<file path="config.mk">
export PLATFORM = sky130hd
export DESIGN_NAME = keyboard_fifo_wb_flat
export DESIGN_NICKNAME = d
export VERILOG_FILES = /design/src/rtl/keyboard_fifo_wb_if.sv /design/src/rtl/keyboard_fifo_wb.sv /design/src/flat_wrapper.sv
export SDC_FILE = /design/constraint.sdc
export NUM_CORES = 1
export LEC_CHECK = 0
export ABC_CLOCK_PERIOD_IN_PS = 6700
export BUFFER_PORTS_ARGS = -buffer_cell sky130_fd_sc_hd__buf_2
export CORE_MARGIN = 5
export CORE_UTILIZATION = 45
export CTS_CLUSTER_SIZE = 12
export DETAILED_ROUTE_END_ITERATION = 16
export GPL_TIMING_DRIVEN = 0
export SKIP_CTS_REPAIR_TIMING = 1
export SYNTH_ARGS = -nofsm -noshare
export SYNTH_HDL_FRONTEND = slang
export SYNTH_SLANG_ARGS = --single-unit
</file>
<file path="constraint.sdc">
create_clock -name wb_clk -period 6.7 [get_ports wb_clk]
set_input_delay 0.67 -clock wb_clk [delete_from_list [all_inputs] [get_ports wb_clk]]
set_output_delay 0.67 -clock wb_clk [all_outputs]
set_load 0.01 [all_outputs]
</file>
<file path="src/rtl/keyboard_fifo_wb_if.sv">
`default_nettype none
// ---------------------------------------------------------------------------
// keyboard_fifo_wb_if : Wishbone slave port bundle for the keyboard FIFO block
// rev 1.0
// ---------------------------------------------------------------------------
interface keyboard_fifo_wb_if;
  logic [15:0] wb_adr;
  logic [15:0] wb_dat_i;
  logic [15:0] wb_dat_o;
  logic        wb_cyc;
  logic        wb_we;
  logic [1:0]  wb_sel;
  logic        wb_stb;
  logic        wb_ack;

  modport master (
    output wb_adr, wb_dat_i, wb_cyc, wb_we, wb_sel, wb_stb,
    input  wb_dat_o, wb_ack
  );

  modport slave (
    input  wb_adr, wb_dat_i, wb_cyc, wb_we, wb_sel, wb_stb,
    output wb_dat_o, wb_ack
  );
endinterface
`default_nettype wire

</file>
<file path="src/rtl/keyboard_fifo_wb.sv">
`default_nettype none
// ---------------------------------------------------------------------------
// keyboard_fifo_wb : Wishbone keyboard registers with key FIFO, autorepeat
//                    and vectored interrupt requests (60 / 274)
// rev 1.0
// ---------------------------------------------------------------------------
module keyboard_fifo_wb #(
  parameter int unsigned DEPTH         = 8,
  parameter logic [15:0] BASE_ADDR     = 16'o177660,
  parameter logic [23:0] REPEAT_DELAY  = 24'd12000000,
  parameter logic [23:0] REPEAT_PERIOD = 24'd2400000
) (
  input  wire logic                     wb_clk,
  input  wire logic                     sys_init_n,
  keyboard_fifo_wb_if.slave             wb,
  input  wire logic                     key_valid,
  input  wire logic [6:0]               key_code,
  input  wire logic                     key_ar2,
  input  wire logic                     key_release,
  output logic                          virq_req60,
  input  wire logic                     virq_ack60,
  output logic                          virq_req274,
  input  wire logic                     virq_ack274,
  output logic                          key_down,
  output logic [$clog2(DEPTH):0]        fifo_level
);

  localparam int unsigned c_aw        = $clog2(DEPTH);
  localparam logic [15:0] c_data_addr = BASE_ADDR + 16'd2;
  localparam logic [c_aw:0] c_full_lvl = (c_aw+1)'(DEPTH);
  localparam bit          c_rep_en    = (REPEAT_DELAY != 24'd0);

  logic [7:0]      r_mem [DEPTH];
  logic [c_aw-1:0] r_wr_ptr, r_rd_ptr;
  logic [c_aw:0]   r_level;
  logic            r_mask, r_ovf, r_armed;
  logic            r_req60, r_req274;
  logic            r_hit_d, r_ack0, r_ack1;
  logic            r_ack60_d, r_ack274_d;
  logic [15:0]     r_rdata;
  logic            r_key_down;
  logic [23:0]     r_rep_cnt;
  logic [7:0]      r_rep_entry;

  logic            w_sel_st, w_sel_dt, w_sel, w_hit, w_edge;
  logic            w_empty, w_full, w_pop, w_st_wr;
  logic            w_press, w_rep_fire, w_push_req, w_push, w_drop_ovf;
  logic [7:0]      w_push_data, w_head;
  logic [c_aw:0]   w_level_next;
  logic            w_new_head, w_raise, w_ack60_rise, w_ack274_rise;
  logic [15:0]     w_status;
  logic            w_unused;

  // Bus decode: the data register only answers reads.
  assign w_sel_st = wb.wb_cyc && (wb.wb_adr[15:1] == BASE_ADDR[15:1]);
  assign w_sel_dt = wb.wb_cyc && (wb.wb_adr[15:1] == c_data_addr[15:1]) && !wb.wb_we;
  assign w_sel    = w_sel_st || w_sel_dt;
  assign w_hit    = wb.wb_stb && w_sel;
  assign w_edge   = w_hit && !r_hit_d;

  assign wb.wb_ack   = w_hit && (wb.wb_we || r_ack1);
  assign wb.wb_dat_o = (w_sel && !wb.wb_we) ? r_rdata : 16'd0;

  assign w_empty  = (r_level == '0);
  assign w_full   = (r_level == c_full_lvl);
  assign w_head   = r_mem[r_rd_ptr];
  assign w_status = {r_ovf, 7'd0, !w_empty, r_mask, 6'd0};
  assign w_pop    = w_edge && w_sel_dt && !w_empty;
  assign w_st_wr  = w_edge && w_sel_st && wb.wb_we;

  // A fresh press outranks a repeat expiry; a repeat never flags overflow.
  assign w_press     = key_valid && (key_code != 7'd0);
  assign w_rep_fire  = c_rep_en && r_key_down && (r_rep_cnt == 24'd1) && !w_press && !key_release;
  assign w_push_req  = w_press || w_rep_fire;
  assign w_push_data = w_press ? {key_ar2, key_code} : r_rep_entry;
  assign w_push      = w_push_req && (!w_full || w_pop);
  assign w_drop_ovf  = w_press && w_full && !w_pop;

  assign w_level_next = r_level + {{c_aw{1'b0}}, w_push} - {{c_aw{1'b0}}, w_pop};
  assign w_new_head   = (w_push && w_empty) || (w_pop && (w_level_next != '0));
  assign w_raise      = r_armed && !r_mask && !r_req60 && !r_req274 && !w_empty;
  assign w_ack60_rise  = virq_ack60 && !r_ack60_d;
  assign w_ack274_rise = virq_ack274 && !r_ack274_d;

  assign virq_req60  = r_req60;
  assign virq_req274 = r_req274;
  assign key_down    = r_key_down;
  assign fifo_level  = r_level;

  assign w_unused = &{1'b0, wb.wb_sel, wb.wb_dat_i[14:7], wb.wb_dat_i[5:0], wb.wb_adr[0]};

  always_ff @(posedge wb_clk) begin
    if (w_push) r_mem[r_wr_ptr] <= w_push_data;
  end

  always_ff @(posedge wb_clk or negedge sys_init_n) begin
    if (!sys_init_n) begin
      r_wr_ptr    <= '0;
      r_rd_ptr    <= '0;
      r_level     <= '0;
      r_mask      <= 1'b1;
      r_ovf       <= 1'b0;
      r_armed     <= 1'b0;
      r_req60     <= 1'b0;
      r_req274    <= 1'b0;
      r_hit_d     <= 1'b0;
      r_ack0      <= 1'b0;
      r_ack1      <= 1'b0;
      r_ack60_d   <= 1'b0;
      r_ack274_d  <= 1'b0;
      r_rdata     <= 16'd0;
      r_key_down  <= 1'b0;
      r_rep_cnt   <= 24'd0;
      r_rep_entry <= 8'd0;
    end else begin
      r_hit_d    <= w_hit;
      r_ack0     <= w_hit;
      r_ack1     <= wb.wb_cyc && r_ack0;
      r_ack60_d  <= virq_ack60;
      r_ack274_d <= virq_ack274;

      // Read data is captured once at the strobe edge and held for the access.
      if (w_edge && !wb.wb_we)
        r_rdata <= w_sel_st ? w_status : {8'd0, (w_empty ? 8'd0 : w_head)};

      if (w_push) r_wr_ptr <= r_wr_ptr + 1'b1;
      if (w_pop)  r_rd_ptr <= r_rd_ptr + 1'b1;
      r_level <= w_level_next;

      if (w_st_wr) r_mask <= wb.wb_dat_i[6];
      if (w_st_wr && wb.wb_dat_i[15]) r_ovf <= 1'b0;
      if (w_drop_ovf) r_ovf <= 1'b1;

      if (c_rep_en && w_press) begin
        r_rep_entry <= {key_ar2, key_code};
        r_key_down  <= 1'b1;
        r_rep_cnt   <= REPEAT_DELAY;
      end else if (key_release) begin
        r_key_down <= 1'b0;
        r_rep_cnt  <= 24'd0;
      end else if (r_key_down) begin
        r_rep_cnt <= (r_rep_cnt == 24'd1) ? REPEAT_PERIOD : r_rep_cnt - 24'd1;
      end

      if (w_new_head)   r_armed <= 1'b1;
      else if (w_raise) r_armed <= 1'b0;

      // Popping retires the pending request; the next head re-arms.
      if (w_pop) begin
        r_req60  <= 1'b0;
        r_req274 <= 1'b0;
      end else begin
        if (w_raise) begin
          if (w_head[7]) r_req274 <= 1'b1;
          else           r_req60  <= 1'b1;
        end
        if (w_ack60_rise)  r_req60  <= 1'b0;
        if (w_ack274_rise) r_req274 <= 1'b0;
      end
    end
  end

endmodule
`default_nettype wire
</file>
<file path="src/flat_wrapper.sv">
// flat-port wrapper written by rule: the top's interface ports become plain ports
module keyboard_fifo_wb_flat 
#(
  parameter int unsigned DEPTH         = 8,
  parameter logic [15:0] BASE_ADDR     = 16'o177660,
  parameter logic [23:0] REPEAT_DELAY  = 24'd12000000,
  parameter logic [23:0] REPEAT_PERIOD = 24'd2400000
)
  (wb_clk, sys_init_n, key_valid, key_code, key_ar2, key_release, virq_req60, virq_ack60, virq_req274, virq_ack274, key_down, fifo_level, wb_wb_adr, wb_wb_dat_i, wb_wb_cyc, wb_wb_we, wb_wb_sel, wb_wb_stb, wb_wb_dat_o, wb_wb_ack);
  keyboard_fifo_wb_if wb_i ();
  input  wire logic wb_clk;
  input  wire logic sys_init_n;
  input  wire logic key_valid;
  input  wire logic [6:0] key_code;
  input  wire logic key_ar2;
  input  wire logic key_release;
  output logic virq_req60;
  input  wire logic virq_ack60;
  output logic virq_req274;
  input  wire logic virq_ack274;
  output logic key_down;
  output logic [$clog2(DEPTH):0] fifo_level;
  input wire logic [$bits(wb_i.wb_adr)-1:0] wb_wb_adr;
  input wire logic [$bits(wb_i.wb_dat_i)-1:0] wb_wb_dat_i;
  input wire logic [$bits(wb_i.wb_cyc)-1:0] wb_wb_cyc;
  input wire logic [$bits(wb_i.wb_we)-1:0] wb_wb_we;
  input wire logic [$bits(wb_i.wb_sel)-1:0] wb_wb_sel;
  input wire logic [$bits(wb_i.wb_stb)-1:0] wb_wb_stb;
  output wire logic [$bits(wb_i.wb_dat_o)-1:0] wb_wb_dat_o;
  output wire logic [$bits(wb_i.wb_ack)-1:0] wb_wb_ack;
  assign wb_i.wb_adr = wb_wb_adr;
  assign wb_i.wb_dat_i = wb_wb_dat_i;
  assign wb_i.wb_cyc = wb_wb_cyc;
  assign wb_i.wb_we = wb_wb_we;
  assign wb_i.wb_sel = wb_wb_sel;
  assign wb_i.wb_stb = wb_wb_stb;
  assign wb_wb_dat_o = wb_i.wb_dat_o;
  assign wb_wb_ack = wb_i.wb_ack;
  keyboard_fifo_wb #(.DEPTH(DEPTH), .BASE_ADDR(BASE_ADDR), .REPEAT_DELAY(REPEAT_DELAY), .REPEAT_PERIOD(REPEAT_PERIOD)) u_core (.wb_clk(wb_clk), .sys_init_n(sys_init_n), .wb(wb_i), .key_valid(key_valid), .key_code(key_code), .key_ar2(key_ar2), .key_release(key_release), .virq_req60(virq_req60), .virq_ack60(virq_ack60), .virq_req274(virq_req274), .virq_ack274(virq_ack274), .key_down(key_down), .fifo_level(fifo_level));
endmodule
</file>
# ---- Yosys cells after proc, flatten, opt, wreduce, memory -nomap -nowiden
# Memories as Yosys holds them, arrays and structs flattened.
# Index checks and enable logic that the tools add are counted.
dict set report classes {
  add_sub_neg 5
  multipliers 0
  div_mod_pow 0
  n_lt_le_gt_ge 0
  eq_ne 5
  shift 0
  n_mux 24
  bitwise 0
  n_reduce_logical 58
}
# cell count
set op_table {}
lappend op_table {{24-bit 2-to-1 mux} 4}
lappend op_table {{16-bit 2-to-1 mux} 2}
lappend op_table {{15-bit equality test, second input constant} 2}
lappend op_table {{1-bit logical AND} 29}
lappend op_table {{24-bit by 1-bit equality test with 1-bit output, second input constant} 1}
lappend op_table {{24-bit by 1-bit subtractor with 24-bit output, second input constant} 1}
lappend op_table {{1-bit 2-to-1 mux} 16}
lappend op_table {{8-bit 2-to-1 mux} 2}
lappend op_table {{1-bit zero test} 12}
lappend op_table {{3-bit nonzero test} 4}
lappend op_table {{7-bit nonzero test} 1}
lappend op_table {{3-bit by 1-bit adder with 3-bit output, second input constant} 2}
lappend op_table {{2-bit nonzero test} 3}
lappend op_table {{1-bit logical OR} 5}
lappend op_table {{4-bit by 1-bit adder with 4-bit output} 1}
lappend op_table {{4-bit equality test, second input constant} 1}
lappend op_table {{4-bit zero test} 1}
lappend op_table {{2-bit AND reduction} 2}
lappend op_table {{4-bit nonzero test} 1}
lappend op_table {{4-bit by 1-bit subtractor with 4-bit output} 1}
lappend op_table {{3-bit by 2-bit != test with 1-bit output, second input constant} 1}
dict set report totals {
  reg_bits 68
  latchBits 0
  mem_bits_rw 64
  mem_bits_ro 0
  in_bits 51
  out_inout_bits 24
  wordCells 109
  mem_count 1
}
# name depth width rd rd_ports_with_merged_regs write_ports line
set memory_table {}
lappend memory_table {u_core.r_mem 8 8 1 0 1 keyboard_fifo_wb.sv:33} ;# logic [7:0] r_mem [DEPTH];

# ---- Logic depth before layout (Yosys ltp)
# Gate-level depths: netlist of the first run.
dict set report depth {
  ltp_word 16
  depth_mapped 13
  depth_no_buf 12
}

# ---- Worst setup path after synthesis of the first run
# OpenSTA, ideal clock, no wires.
dict set report synth_path {
  path_kind {input port to flip-flop}
  from {input wb_wb_adr[6]}
  to {register u_core.r_armed}
  setup_ps 140
  t_arrival_ps 3111
  path_slack_ps 3449
  stages 12
  cell_sequence {nand4b_1 nor4_1 and4_1 clkbuf_1 ha_1 inv_1 ha_1 inv_1 fa_1 inv_1 o41ai_1 o21ai_0}
}
dict set report synth_via {
  elab_chain_len 16
}
# item line
set synth_rtl {}
lappend synth_rtl {{from (decl)} flat_wrapper.sv:23} ;# input wire logic [$bits(wb_i.wb_adr)-1:0] wb_wb_adr;
lappend synth_rtl {{15-bit equality test} keyboard_fifo_wb.sv:56} ;# assign w_sel_dt = wb.wb_cyc && (wb.wb_adr[15:1] == c_data_addr[15:1]) && !wb.wb_we;
lappend synth_rtl {{1-bit logical AND (2 in series)} keyboard_fifo_wb.sv:56}
lappend synth_rtl {{1-bit logical OR} keyboard_fifo_wb.sv:57} ;# assign w_sel = w_sel_st || w_sel_dt;
lappend synth_rtl {{1-bit logical AND} keyboard_fifo_wb.sv:58} ;# assign w_hit = wb.wb_stb && w_sel;
lappend synth_rtl {{1-bit logical AND} keyboard_fifo_wb.sv:59} ;# assign w_edge = w_hit && !r_hit_d;
lappend synth_rtl {{1-bit logical AND * (2 in series)} keyboard_fifo_wb.sv:68} ;# assign w_pop = w_edge && w_sel_dt && !w_empty;
lappend synth_rtl {{1-bit logical OR} keyboard_fifo_wb.sv:76} ;# assign w_push = w_push_req && (!w_full || w_pop);
lappend synth_rtl {{1-bit logical AND} keyboard_fifo_wb.sv:76}
lappend synth_rtl {{4-bit by 1-bit adder with 4-bit output} keyboard_fifo_wb.sv:79} ;# assign w_level_next = r_level + {{c_aw{1'b0}}, w_push} - {{c_aw{1'b0}}, w_pop};
lappend synth_rtl {{4-bit by 1-bit subtractor with 4-bit output *} keyboard_fifo_wb.sv:79}
lappend synth_rtl {{named net u_core.w_level_next[1]} keyboard_fifo_wb.sv:49} ;# logic [c_aw:0] w_level_next;
lappend synth_rtl {{4-bit nonzero test *} keyboard_fifo_wb.sv:80} ;# assign w_new_head = (w_push && w_empty) || (w_pop && (w_level_next != '0));
lappend synth_rtl {{1-bit logical AND *} keyboard_fifo_wb.sv:80}
lappend synth_rtl {{1-bit logical OR *} keyboard_fifo_wb.sv:80}
lappend synth_rtl {{1-bit 2-to-1 mux / 2-bit nonzero test (equally long branches)} --}
lappend synth_rtl {{to (signal assigned)} keyboard_fifo_wb.sv:103} ;# r_armed <= 1'b0;
lappend synth_rtl {{to (signal assigned)} keyboard_fifo_wb.sv:145} ;# if (w_new_head) r_armed <= 1'b1;
lappend synth_rtl {{to (signal assigned)} keyboard_fifo_wb.sv:146} ;# else if (w_raise) r_armed <= 1'b0;
lappend synth_rtl {{to (decl)} keyboard_fifo_wb.sv:36} ;# logic r_mask, r_ovf, r_armed;
# The timed path passes the listed nets; every way through them passes the cells marked *.
# A chain may end at the register's enable or synchronous reset.

# ---- Final worst setup path of the first run
dict set report layout_path {
  from {register u_core.r_rep_cnt[16]}
  to {memory u_core.r_mem[3][7] (enable)}
}
dict set report layout_via {
  elab_chain_len 8
}
# item line
set layout_rtl {}
lappend layout_rtl {{from (decl)} keyboard_fifo_wb.sv:42} ;# logic [23:0] r_rep_cnt;
lappend layout_rtl {{from (signal assigned)} keyboard_fifo_wb.sv:142} ;# r_rep_cnt <= (r_rep_cnt == 24'd1) ? REPEAT_PERIOD : r_rep_cnt - 24'd1;
lappend layout_rtl {{24-bit by 1-bit equality test with 1-bit output} keyboard_fifo_wb.sv:73} ;# assign w_rep_fire = c_rep_en && r_key_down && (r_rep_cnt == 24'd1) && !w_press && !key_release;
lappend layout_rtl {{1-bit logical AND (3 in series)} keyboard_fifo_wb.sv:73}
lappend layout_rtl {{1-bit logical OR} keyboard_fifo_wb.sv:74} ;# assign w_push_req = w_press || w_rep_fire;
lappend layout_rtl {{1-bit logical AND} keyboard_fifo_wb.sv:76}
lappend layout_rtl {{1-bit 2-to-1 mux} keyboard_fifo_wb.sv:93} ;# if (w_push) r_mem[r_wr_ptr] <= w_push_data;
lappend layout_rtl {{1-bit 2-to-1 mux (not written as such)} keyboard_fifo_wb.sv:93}
lappend layout_rtl {{to (decl)} keyboard_fifo_wb.sv:33}
# Every way passes these cells.

==> out/qor.txt, run 1 <==
Design area: 6870 um2
Adder-Cell Fraction of Synth Area: 2.50%
Crit path launch: u_core.r_rep_cnt[16]$_DFFE_PN0P_
WL/cell: 16.9 um
Grt total ovfl: 0
Worst EP arrival: 3.52 ns
Drt first pass iters: 4
Root Buffer: clkbuf_16
Reg2Reg Depth: 6
Hold Crit Class: in -> async
Max frequency: 285 MHz
Routability congestion estimate: 0.830
Reg clk slew, reported paths: 0.05 ns
Setup violations, final: 0
Top cells by area, synth: edfxtp_1 33%, dfrtp_1 26%, mux4_2 6.2%
Yosys top cell by area: edfxtp_1
Initial antenna violation count: 0
Seq. cell area: 3450 um2
Vias in the first global route: 3837
Mapped Cells: 442
Slew HR: 9.54%
Multiplexer share of the synthesized area: 8.75%
Post-route antenna net violation count: 0
Power per Cell Area: 327 nW/um2
Largest family of logic cells by synthesized area: simple AND/OR/NAND/NOR gates
Final Skew: 0.0143 ns
CP max FO: 10
CTS tree: yes
Reg2Reg Setup Slack: 3.20 ns
Share of cells above drive strength 1: 25.0%
Clk_lat worst skew: 0.41 ns
H-Tree Depth: 4
Reg2reg start: u_core.r_rep_cnt[16]$_DFFE_PN0P_
Crit share post-route: 52.3%
Worst Tran Pin Value: 1.35 ns
Area growth syn-to-layout: 18.4%
Filler cells: 1089
First-pass GRT wire length: 19700 um
Vias: 3842
Row count: 41
Post-synth top area share: 33.1%
Status: finished, final reports clean
Async SR Flop Fraction: 48.8%
Max clock buf depth: 2
Post-DR vias/cell: 5.48
Final Slew Violations: 0
Maximum VDD drop: 0.000154 V
Worst path required time: 6.71 ns
DP Area: 6310 um2
Total CTS buffers: 17
Kind of critical path: reg -> reg
Port bufs: 48
Final #Nets: 579
Clock sink count: 125
Synth warn: 0
DRT iter0 DRCs: 234
GRT Util Overall: 17.1%
Ports: 75
#FFs+latches synth: 125
Area of the multi-input gates: 2190 um2
Largest net degree at the start of global routing: 62
Synth Area in Compound Gates: 8.54%
EDFF count, synth: 64
Die ar.: 15300 um2
Die Ht: 124 um
Ant. Diodes: 0
Core Box Area: 12600 um2
Sequential area share after synthesis: 59.4%
Synth cell types: 62
Die X: 124 um
Leak: 2.71 nW
Synth Area in XOR/XNOR: 1.36%
Final min period: 3.50 ns
Fin Setup TNS: 0 ns
DRC errors left: 0
RSZ-0062 raised after global routing: no
Starting Density: 46.0%
Worst setup SP type: flop
Syn_area_per_cell: 13.1 um2
Total detailed-routing wirelength: 11800 um
Syn Std Cell Area: 5800 um2
Reg2reg end: u_core.r_mem[3][7]$_DFFE_PP_
Placed wire-length estimate: 8400 um
Max-cap violations: 0
Simple-gate area share of the yosys netlist: 15.8%
Final Hold Viols: 0
Top FF cell, synth: edfxtp_1
Endpoint class of the critical path: flop
## through the flow
step,power (mW),setup WS [ns],hold WS [ns],cells,util (%)
floorplan,1.27,3.45,0.374,448,-
global placement,1.38,2.64,0.454,668,49.8
detailed placement,1.41,2.82,0.462,670,50.0
CTS,2.27,3.11,0.364,701,54.5
global route,2.37,2.95,0.361,701,54.5
finish,2.25,3.20,0.328,701,54.5
## cell type report
| type | count | area share [%] |
|---|---|---|
| well taps | 172 | 3.13 |
| clock inverters | 12 | 1.80 |
| plain buffers | 24 | 2.06 |
| repair buffers | 50 | 3.75 |
| clock buffers | 19 | 6.30 |
| flip-flops and latches | 125 | 50.2 |
| inverters | 17 | 0.928 |
| multi-input cells | 282 | 31.9 |
## cell usage after synthesis, types with 4 or more instances
| master | count |
|---|---|
| edfxtp_1 | 64 |
| dfrtp_1 | 60 |
| nand2_1 | 49 |
| o21ai_0 | 19 |
| inv_1 | 16 |
| mux4_2 | 16 |
| nor3_1 | 14 |
| nor2_1 | 13 |
| a31oi_1 | 12 |
| and2_1 | 12 |
| clkbuf_1 | 11 |
| nor4_1 | 11 |
| ha_1 | 10 |
| nand3_1 | 10 |
| mux2i_1 | 8 |
| a21oi_1 | 7 |
| buf_4 | 7 |
| or3_1 | 7 |
| mux2_2 | 6 |
| xnor2_1 | 6 |
| nand3b_1 | 5 |
| a21o_1 | 4 |
| and3_1 | 4 |
| nand4_1 | 4 |
| o41ai_1 | 4 |
## power breakdown
group          leakage [nW]  switching (mW)  internal, mW
clock                 0.268           0.317         0.541
sequential             1.35          0.0704         0.929
combinational          1.09           0.233         0.157
## layer usage
| metal | track usage (%) | part of all wire, % |
|---|---|---|
| met1 | 22.5 | 46 |
| met2 | 27.2 | 48 |
| met3 | 4.81 | 5.5 |
| met4 | 6.64 | 1.2 |
| met5 | 0 | 0 |
## sequential cells by signal, indices dropped and copies added (netlist names)
signal              count
u_core.key_down         1
u_core.r_mask           1
u_core.r_mem           64
u_core.r_hit_d          1
u_core.virq_req60       1
u_core.r_ack1           1
u_core.virq_req274      1
u_core.r_rep_cnt       24
u_core.r_rdata          9
u_core.fifo_level       4
u_core.r_wr_ptr         3
u_core.r_ack274_d       1
u_core.r_ovf            1
u_core.r_armed          1
u_core.r_ack60_d        1
u_core.r_rep_entry      8
u_core.r_rd_ptr         3
## cells in the final DEF (no fill, tap or decap), drive strengths merged, types with 3 or more instances in the layout
cell	count
a21o	4
a21oi	7
a31oi	12
and2	12
and3	4
buf	63
clkbuf	30
clkinv	9
conb	7
dfrtp	60
edfxtp	64
ha	10
inv	16
mux2	6
mux2i	8
mux4	16
nand2	50
nand2b	3
nand3	10
nand3b	5
nand4	5
nand4b	3
nor2	13
nor2b	3
nor3	16
nor4	12
nor4b	4
o211ai	3
o21ai	19
o311ai	5
o41ai	6
or3	7
or4	5
xnor2	6
xor2	3
## critical path, stage by stage, from the launching register on
cell      delay [ns]
dfrtp_1         0.46
or4_4           0.54
nand2b_4        0.20
o41ai_4         0.56
nand2_2         0.11
buf_6           0.18
nor3_1          1.06
## how the worst max path moves through the flow
stage	endpoint	slack [ns]
3_5_place_dp	u_core.r_armed$_DFFE_PN0P_	2.82
4_1_cts	u_core.r_mem[3][2]$_DFFE_PP_	3.11
6_report	u_core.r_mem[3][7]$_DFFE_PP_	3.20
3_3_place_gp	u_core.r_mem[4][2]$_DFFE_PP_	2.64
2_1_floorplan	u_core.r_armed$_DFFE_PN0P_	3.45
5_1_grt	u_core.r_armed$_DFFE_PN0P_	2.95
## cell families (layout without fill, tap and decap cells)
| logic type | count (synthesis) | in the layout |
|---|---|---|
| AO/OA/AOI/OAI | 68 | 68 |
| XOR/XNOR | 9 | 9 |
| adder cells (fa/ha/maj) | 11 | 11 |
| buffers and inverters | 41 | 122 |
| flip-flops | 125 | 125 |
| multiplexers | 30 | 30 |
| other | 1 | 7 |
| AND/OR/NAND/NOR | 157 | 157 |
(Power assumes the default switching activity.)
==> run 2: changes to the inputs <==
ABC_AREA = 1   (was not set)
ABC_CLOCK_PERIOD_IN_PS = 3000   (was 6700)
PLACE_DENSITY = 0.67   (was not set)
clock period = 3 ns   (was 6.7 ns; I/O delays follow)
==> run 2 against run 1 <==
Against the previous run: total power grew 130%; core utilization grew 0.43 points; combinational power grew 140%; global-route usage grew 0.54 points; highest routed layer unchanged; die area grew 5.9%; sequential share of layout area shrank 3.1 points; first-iteration DRC count grew 57%; critical endpoint is now u_core.r_armed$_DFFE_PN0P_; critical path depth grew 9.
==> out/qor.txt, run 2 <==
Synth warn: 0 (unchanged)
Place WS: -0.0630 ns (-2.88 ns)
Share of cells above drive strength 1: 17.0% (-7.9 points)
Top FF cell, synth: edfxtp_1
Final Slew Violations: 0 (unchanged)
Clk_lat worst skew: 0.41 ns (about the same)
Ant. Diodes: 0 (unchanged)
Setup violations, final: 0 (unchanged)
Maximum VDD drop: 0.000417 V (+170%)
Largest Register: u_core.r_mem
Worst path cell trace: inv_1 > ha_1 > nand3_1 > inv_2 > nor3_4 > ha_1 > inv_1 > ha_1 > inv_1 > fa_1 > inv_1 > nor3_1 > nand2_1 > a21oi_1 > nand2_1
Met3 Routed Length: 806 um (+25%)
GRT Util Overall: 17.7% (+0.54 points)
Filler cells: 1212 (+11%)
Root Buffer: clkbuf_16
Top Registers: u_core.r_mem x64, u_core.r_rep_cnt x24, u_core.r_rdata x9
Sequential area share after synthesis: 55.9% (-3.6 points)
Hold Crit Class: in -> reg
Slowest stage delay, CP: 0.49 ns (-0.57 ns)
Port bufs: 50 (+4.2%)
Status: finished, final reports clean
CP most frequent cell: inv_1
DRC errors left: 0 (unchanged)
Grt total ovfl: 0 (unchanged)
Synth Area in Compound Gates: 9.10% (+0.56 points)
Synth cell types: 37 (-40%)
Internal power: 3.70 mW (+130%)
Async SR Flop Fraction: 48.8% (unchanged)
Slew HR: 20.8% (+11 points)
Worst EP arrival: 3.05 ns (-0.47 ns)
Max clock buf depth: 2 (unchanged)
Leak: 3.35 nW (+24%)
Part of the power in registers: 42.6% (-1.9 points)
WL/cell: 14.3 um (-15%)
#FFs+latches synth: 125 (unchanged)
Total detailed-routing wirelength: 13800 um (+17%)
Synth cell count leaders: 150 x nand2_1, 107 x nor2_1, 78 x inv_1, 64 x edfxtp_1, 60 x dfrtp_1
Reg clk slew, reported paths: 0.05 ns (about the same)
Final Hold Viols: 0 (unchanged)
Final Skew: 0.00801 ns (-0.00631 ns)
Util after Layout: 54.9% (+0.43 points)
Wire length on met2: 6820 um (+21%)
Initial antenna violation count: 0 (unchanged)
Die Ht: 127 um (+2.9%)
CTS tree: yes
Post-route antenna net violation count: 0 (unchanged)
Clock sink count: 125 (unchanged)
Die ar.: 16200 um2 (+5.9%)
Final #Nets: 837 (+45%)
Final min period: 2.76 ns (-0.749 ns)
First-pass GRT wire length: 22600 um (+15%)
Simple-gate area share of the yosys netlist: 23.2% (+7.3 points)
Crit share post-route: 91.8% (+40 points)
Worst Tran Pin Value: 1.18 ns (-0.171 ns)
Synth Area in XOR/XNOR: 2.27% (+0.91 points)
Core Box Area: 13300 um2 (+5.8%)
CP max FO: 4 (-6)
Largest net degree at the start of global routing: 41 (-34%)
Starting Density: 46.3% (+0.27 points)
Max frequency: 363 MHz (+27%)
Power per Cell Area: 699 nW/um2 (+110%)
Post-synth top area share: 31.1% (-2.0 points)
RSZ-0062 raised after global routing: no
Vias in the first global route: 4698 (+22%)
Routability congestion estimate: 0.890 (+7.2%)
Commonest non-fill, non-tap cells in the layout: 150 x nand2_1, 107 x nor2_1, 77 x inv_1
Syn_area_per_cell: 8.92 um2 (-32%)
Total CTS buffers: 17 (unchanged)
CP max-delay cell: fa_1
Fin Setup TNS: 0 ns (unchanged)
Commonest non-fill, non-tap cell in the layout: nand2_1
Net Sw Power: 1.42 mW (+130%)
Uppermost routed layer: met4
Placed wire-length estimate: 10000 um (+19%)
Multiplexer share of the synthesized area: 0% (-8.8 points)
Post-DR vias/cell: 4.97 (-9.4%)
H-Tree Depth: 4 (unchanged)
Most numerous cell in the Yosys netlist: nand2_1
Endpoint class of the critical path: flop
Switching Fraction: 27.8% (+0.22 points)
Worst setup SP type: flop
Ports: 75 (unchanged)
Yosys top cell by area: edfxtp_1
Power share of the combinational group: 18.2% (+0.9 points)
Vias: 4788 (+25%)
Max-cap violations: 0 (unchanged)
Kind of critical path: reg -> reg
Adder-Cell Fraction of Synth Area: 2.35% (-0.15 points)
DRT iter0 DRCs: 367 (+57%)
M1 WL: 5990 um (+11%)
Top cells by area, synth: edfxtp_1 31%, dfrtp_1 24%, nand2_1 9.1%
Worst path required time: 3.29 ns (-3.42 ns)
Syn Std Cell Area: 6170 um2 (+6.4%)
Mapped Cells: 692 (+57%)
Final worst slack: 0.245 ns (-2.95 ns)
Drt first pass iters: 5 (+1)
Largest family of logic cells by synthesized area: simple AND/OR/NAND/NOR gates
Hold_ws: 0.0102 ns (-0.317 ns)
Row count: 42 (+2.4%)
Clock network power share: 39.1% (+0.9 points)
EDFF count, synth: 64 (unchanged)
Area growth syn-to-layout: 18.7%
Die X: 127 um (+2.9%)
Largest register FFs: 64 (unchanged)
[run 2: cell types whose count changed after synthesis, sizes merged, moves of 16 or more]
cell   change
nor2     +110
nand2    +105
inv       +66
o21ai     +48
nand3     +25
mux4      -16
[run 2: routing by layer]
layer	vias up	track usage, %
li1	2417	-
met1	2221	22.0
met5	-	0
met3	18	3.96
met4	0	5.99
met2	132	30.5
[run 2: path summary, 6_finish.rpt]
check	start	to	slack [ns]	cells after the start
worst max-delay path	u_core.fifo_level[2]$_DFF_PN0_	u_core.r_armed$_DFFE_PN0P_	0.24	15
worst min-delay path	virq_ack60	u_core.r_ack60_d$_DFF_PN0_	0.01	1
worst max register to register	u_core.fifo_level[2]$_DFF_PN0_	u_core.r_armed$_DFFE_PN0P_	0.24	15
worst min register to register	u_core.r_rdata[15]$_DFFE_PN0P_	u_core.r_rdata[15]$_DFFE_PN0P_	0.48	2
max in group asynchronous	sys_init_n	u_core.r_rep_entry[6]$_DFF_PN0_	1.97	3
min in group asynchronous	sys_init_n	u_core.r_rd_ptr[0]$_DFFE_PN0N_	0.42	2
[run 2: logic make-up after synthesis]
kind of cell               count (synthesis)
AOI/OAI and AO/OA                        103
adders and majority gates                 11
and+or+nand+nor                          329
DFF                                      125
buffers and inverters                    107
xor gates and xnor gates                  16
other                                      1
[run 2: final cells by class]
cell class / instances / area (um2) / share of cell area [%]
Multi-Input combinational cell: 466 / 2310 / 31.6
Tap cell: 176 / 220 / 3.00
Clock buffer: 22 / 454 / 6.20
Inverter: 84 / 315 / 4.30
Clock inverter: 10 / 123 / 1.67
Timing Repair Buffer: 58 / 325 / 4.44
Sequential cell: 125 / 3450 / 47.1
Buffer: 23 / 129 / 1.76
[run 2: critical path, delay by kind of cell, from the launching register on]
family,cells,cell delay (ns)
DFF,1,0.34
and+or+nand+nor,5,0.72
adders and majority gates,4,1.10
AOI/OAI and AO/OA,1,0.15
buffers and inverters,5,0.32
[run 2: metrics by stage]
| step | instances | cell area [um2] | total power, mW |
|---|---|---|---|
| 2_1_floorplan | 698 | 6200 | 2.83 |
| 3_3_place_gp | 924 | 6670 | 3.08 |
| 3_5_place_dp | 925 | 6690 | 3.13 |
| 4_1_cts | 957 | 7260 | 5.15 |
| 5_1_grt | 964 | 7330 | 5.39 |
| 6_report | 964 | 7330 | 5.12 |
[run 2: power groups by stage]
stage	Clock, mW	Combinational (mW)	Sequential, mW
2_1_floorplan	0	0.624	2.20
3_3_place_gp	0	0.879	2.20
3_5_place_dp	0	0.918	2.21
4_1_cts	2.03	0.931	2.18
5_1_grt	2.12	1.06	2.21
6_report	2.00	0.933	2.18
==> run 3: changes to the inputs <==
ABC_CLOCK_PERIOD_IN_PS = 2580   (was 3000)
PLACE_DENSITY = not set   (was 0.67)
clock period = 2.58 ns   (was 3 ns; I/O delays follow)
==> run 3 against run 2 <==
Against the previous run: the run now ends with setup timing left; flip-flop and latch count unchanged; count of clock-buffer cells in the layout decreased by 3; critical path depth unchanged; register-to-register slack got worse by 0.37 ns; critical path type unchanged; largest cell class unchanged; largest power group unchanged.
==> out/qor.txt, run 3 (same netlist as run 2, synthesis figures left out) <==
Slew HR: 24.1% (+3.3 points)
Largest register FFs: 64 (unchanged)
Top Registers: u_core.r_mem x64, u_core.r_rep_cnt x24, u_core.r_rdata x9
Total detailed-routing wirelength: 14000 um (+1.5%)
Status: finished, violations left
Setup violations, final: 1 (+1)
Commonest non-fill, non-tap cell in the layout: nand2_1
DP Area: 6670 um2 (-0.30%)
H-Tree Depth: 4 (unchanged)
Reg2reg start: u_core.r_rep_cnt[20]$_DFFE_PN0P_
Grt total ovfl: 0 (unchanged)
Drt first pass iters: 4 (-1)
DRT iter0 DRCs: 362 (-1.4%)
Die ar.: 16200 um2 (unchanged)
Reg clk slew, reported paths: 0.05 ns (about the same)
Max-cap violations: 0 (unchanged)
Final Skew: 0.00960 ns (+0.00159 ns)
Leak: 3.41 nW (+1.8%)
Final #Nets: 847 (+1.2%)
Maximum VDD drop: 0.000415 V (-0.43%)
Die X: 127 um (unchanged)
Row count: 42 (unchanged)
Worst Min Path Start: wb_wb_dat_i[6]
Post-route antenna net violation count: 0 (unchanged)
Final worst slack: -0.128 ns (-0.372 ns)
GRT Util Overall: 17.9% (+0.26 points)
Largest net degree at the start of global routing: 62 (+51%)
Initial antenna violation count: 0 (unchanged)
Kind of critical path: reg -> reg
Final Hold Viols: 0 (unchanged)
Root Buffer: clkbuf_16
Clock sink count: 125 (unchanged)
Filler cells: 1193 (-1.6%)
Cells after DPL: 924 (-0.11%)
Post-route insts no fill: 974 (+1.0%)
Commonest non-fill, non-tap cells in the layout: 149 x nand2_1, 103 x nor2_1, 72 x inv_1
Share of cells above drive strength 1: 21.2% (+4.2 points)
Core Box Area: 13300 um2 (unchanged)
Final Slew Violations: 0 (unchanged)
Vias in the first global route: 4754 (+1.2%)
Crit path launch: u_core.r_rep_cnt[20]$_DFFE_PN0P_
Hold_ws: 0.0761 ns (+0.0659 ns)
DRC errors left: 0 (unchanged)
Place WS: -0.458 ns (-0.395 ns)
Wire length on met2: 6810 um (-0.16%)
M1 WL: 6320 um (+5.6%)
Power per Cell Area: 823 nW/um2 (+18%)
Fin Setup TNS: -0.128 ns (-0.128 ns)
Hold Crit Class: in -> reg
Worst EP arrival: 3.01 ns (-0.04 ns)
Die Ht: 127 um (unchanged)
Placed wire-length estimate: 9920 um (-1.1%)
CTS tree: yes
Crit share post-route: 105% (+13 points)
Port bufs: 50 (unchanged)
Starting Density: 46.3% (unchanged)
Ports: 75 (unchanged)
First-pass GRT wire length: 23200 um (+2.7%)
Max frequency: 369 MHz (+1.8%)
Clk_lat worst skew: 0.42 ns (about the same)
Design area: 7540 um2 (+2.8%)
Met3 Routed Length: 667 um (-17%)
Failing checks: setup timing
WL/cell: 14.4 um (+0.43%)
Routability congestion estimate: 0.919 (+3.2%)
CP max FO: 6 (+2)
Max clock buf depth: 2 (unchanged)
Total CTS buffers: 17 (unchanged)
Ant. Diodes: 0 (unchanged)
Largest Register: u_core.r_mem
Final min period: 2.71 ns (-0.0475 ns)
Worst path required time: 2.88 ns (-0.41 ns)
Endpoint class of the critical path: flop
Uppermost routed layer: met4
Vias: 4800 (+0.25%)
Worst setup SP type: flop
RSZ-0062 raised after global routing: yes
Worst Tran Pin Value: 1.13 ns (-0.0484 ns)
Post-DR vias/cell: 4.93 (-0.78%)
Area growth syn-to-layout: 22.0%
## run 3: cell count changes in the layout (fill, tap and decap cells not counted), moves of 3 or more
cell	change
buf_4	+10
dfrtp_2	+7
inv_1	-5
inv_6	+3
nand3_2	+3
inv_2	+5
nor2_1	-4
nor2_4	+5
nand3_1	-3
clkinv_2	-3
dfrtp_1	-7
## run 3: area by class of cell
class,instances,area [um2],area share [%]
repair buffers,68,395,5.25
clock buffers,19,433,5.74
plain buffers,23,129,1.71
well taps,176,220,2.92
multi-input cells,466,2400,31.8
inverters,84,315,4.18
clock inverters,13,189,2.51
flip-flops and latches,125,3460,45.9
## run 3: worst max-delay path: stages, from the launching register on
cell and delay [ns]:
dfrtp_2 0.44, nor2_4 0.19, nand3_2 0.11, nor2_4 0.13
nand4_4 0.16, o21ai_4 0.24, nand2_4 0.07, inv_2 0.07
ha_4 0.12, inv_2 0.04, fa_1 0.53, inv_2 0.05
nor3_2 0.14, nand2_1 0.11, a21oi_2 0.14, nand2_1 0.07
## run 3: layer usage
layer,track usage (%),vias to the layer above
met5,0,-
met4,5.49,0
met3,4.38,22
met2,29.5,104
met1,23.6,2240
li1,-,2434
## run 3: path summary, 6_finish.rpt
path	endpoint	slack, ns	cells past startpoint
setup / recovery	u_core.r_armed$_DFFE_PN0P_	-0.13	15
hold / removal	u_core.r_mask$_DFFE_PN1P_	0.08	3
setup reg to reg	u_core.r_armed$_DFFE_PN0P_	-0.13	15
hold reg to reg	u_core.r_ovf$_DFFE_PN0P_	0.47	2
max in group asynchronous	u_core.r_rep_cnt[13]$_DFFE_PN0P_	1.52	2
min in group asynchronous	u_core.r_rdata[2]$_DFFE_PN0P_	0.44	2
## run 3: where the power goes
group / switching (mW) / internal (mW) / total (mW)
Combinational: 0.734 / 0.416 / 1.15
Sequential: 0.141 / 2.40 / 2.54
Clock: 0.890 / 1.62 / 2.51
## run 3: stage by stage
| stage | power, mW | util (%) |
|---|---|---|
| 2_1_floorplan | 3.29 | - |
| 3_3_place_gp | 3.59 | 50.0 |
| 3_5_place_dp | 3.63 | 50.0 |
| 4_1_cts | 6.13 | 54.6 |
| 5_1_grt | 6.52 | 56.5 |
| 6_report | 6.20 | 56.5 |
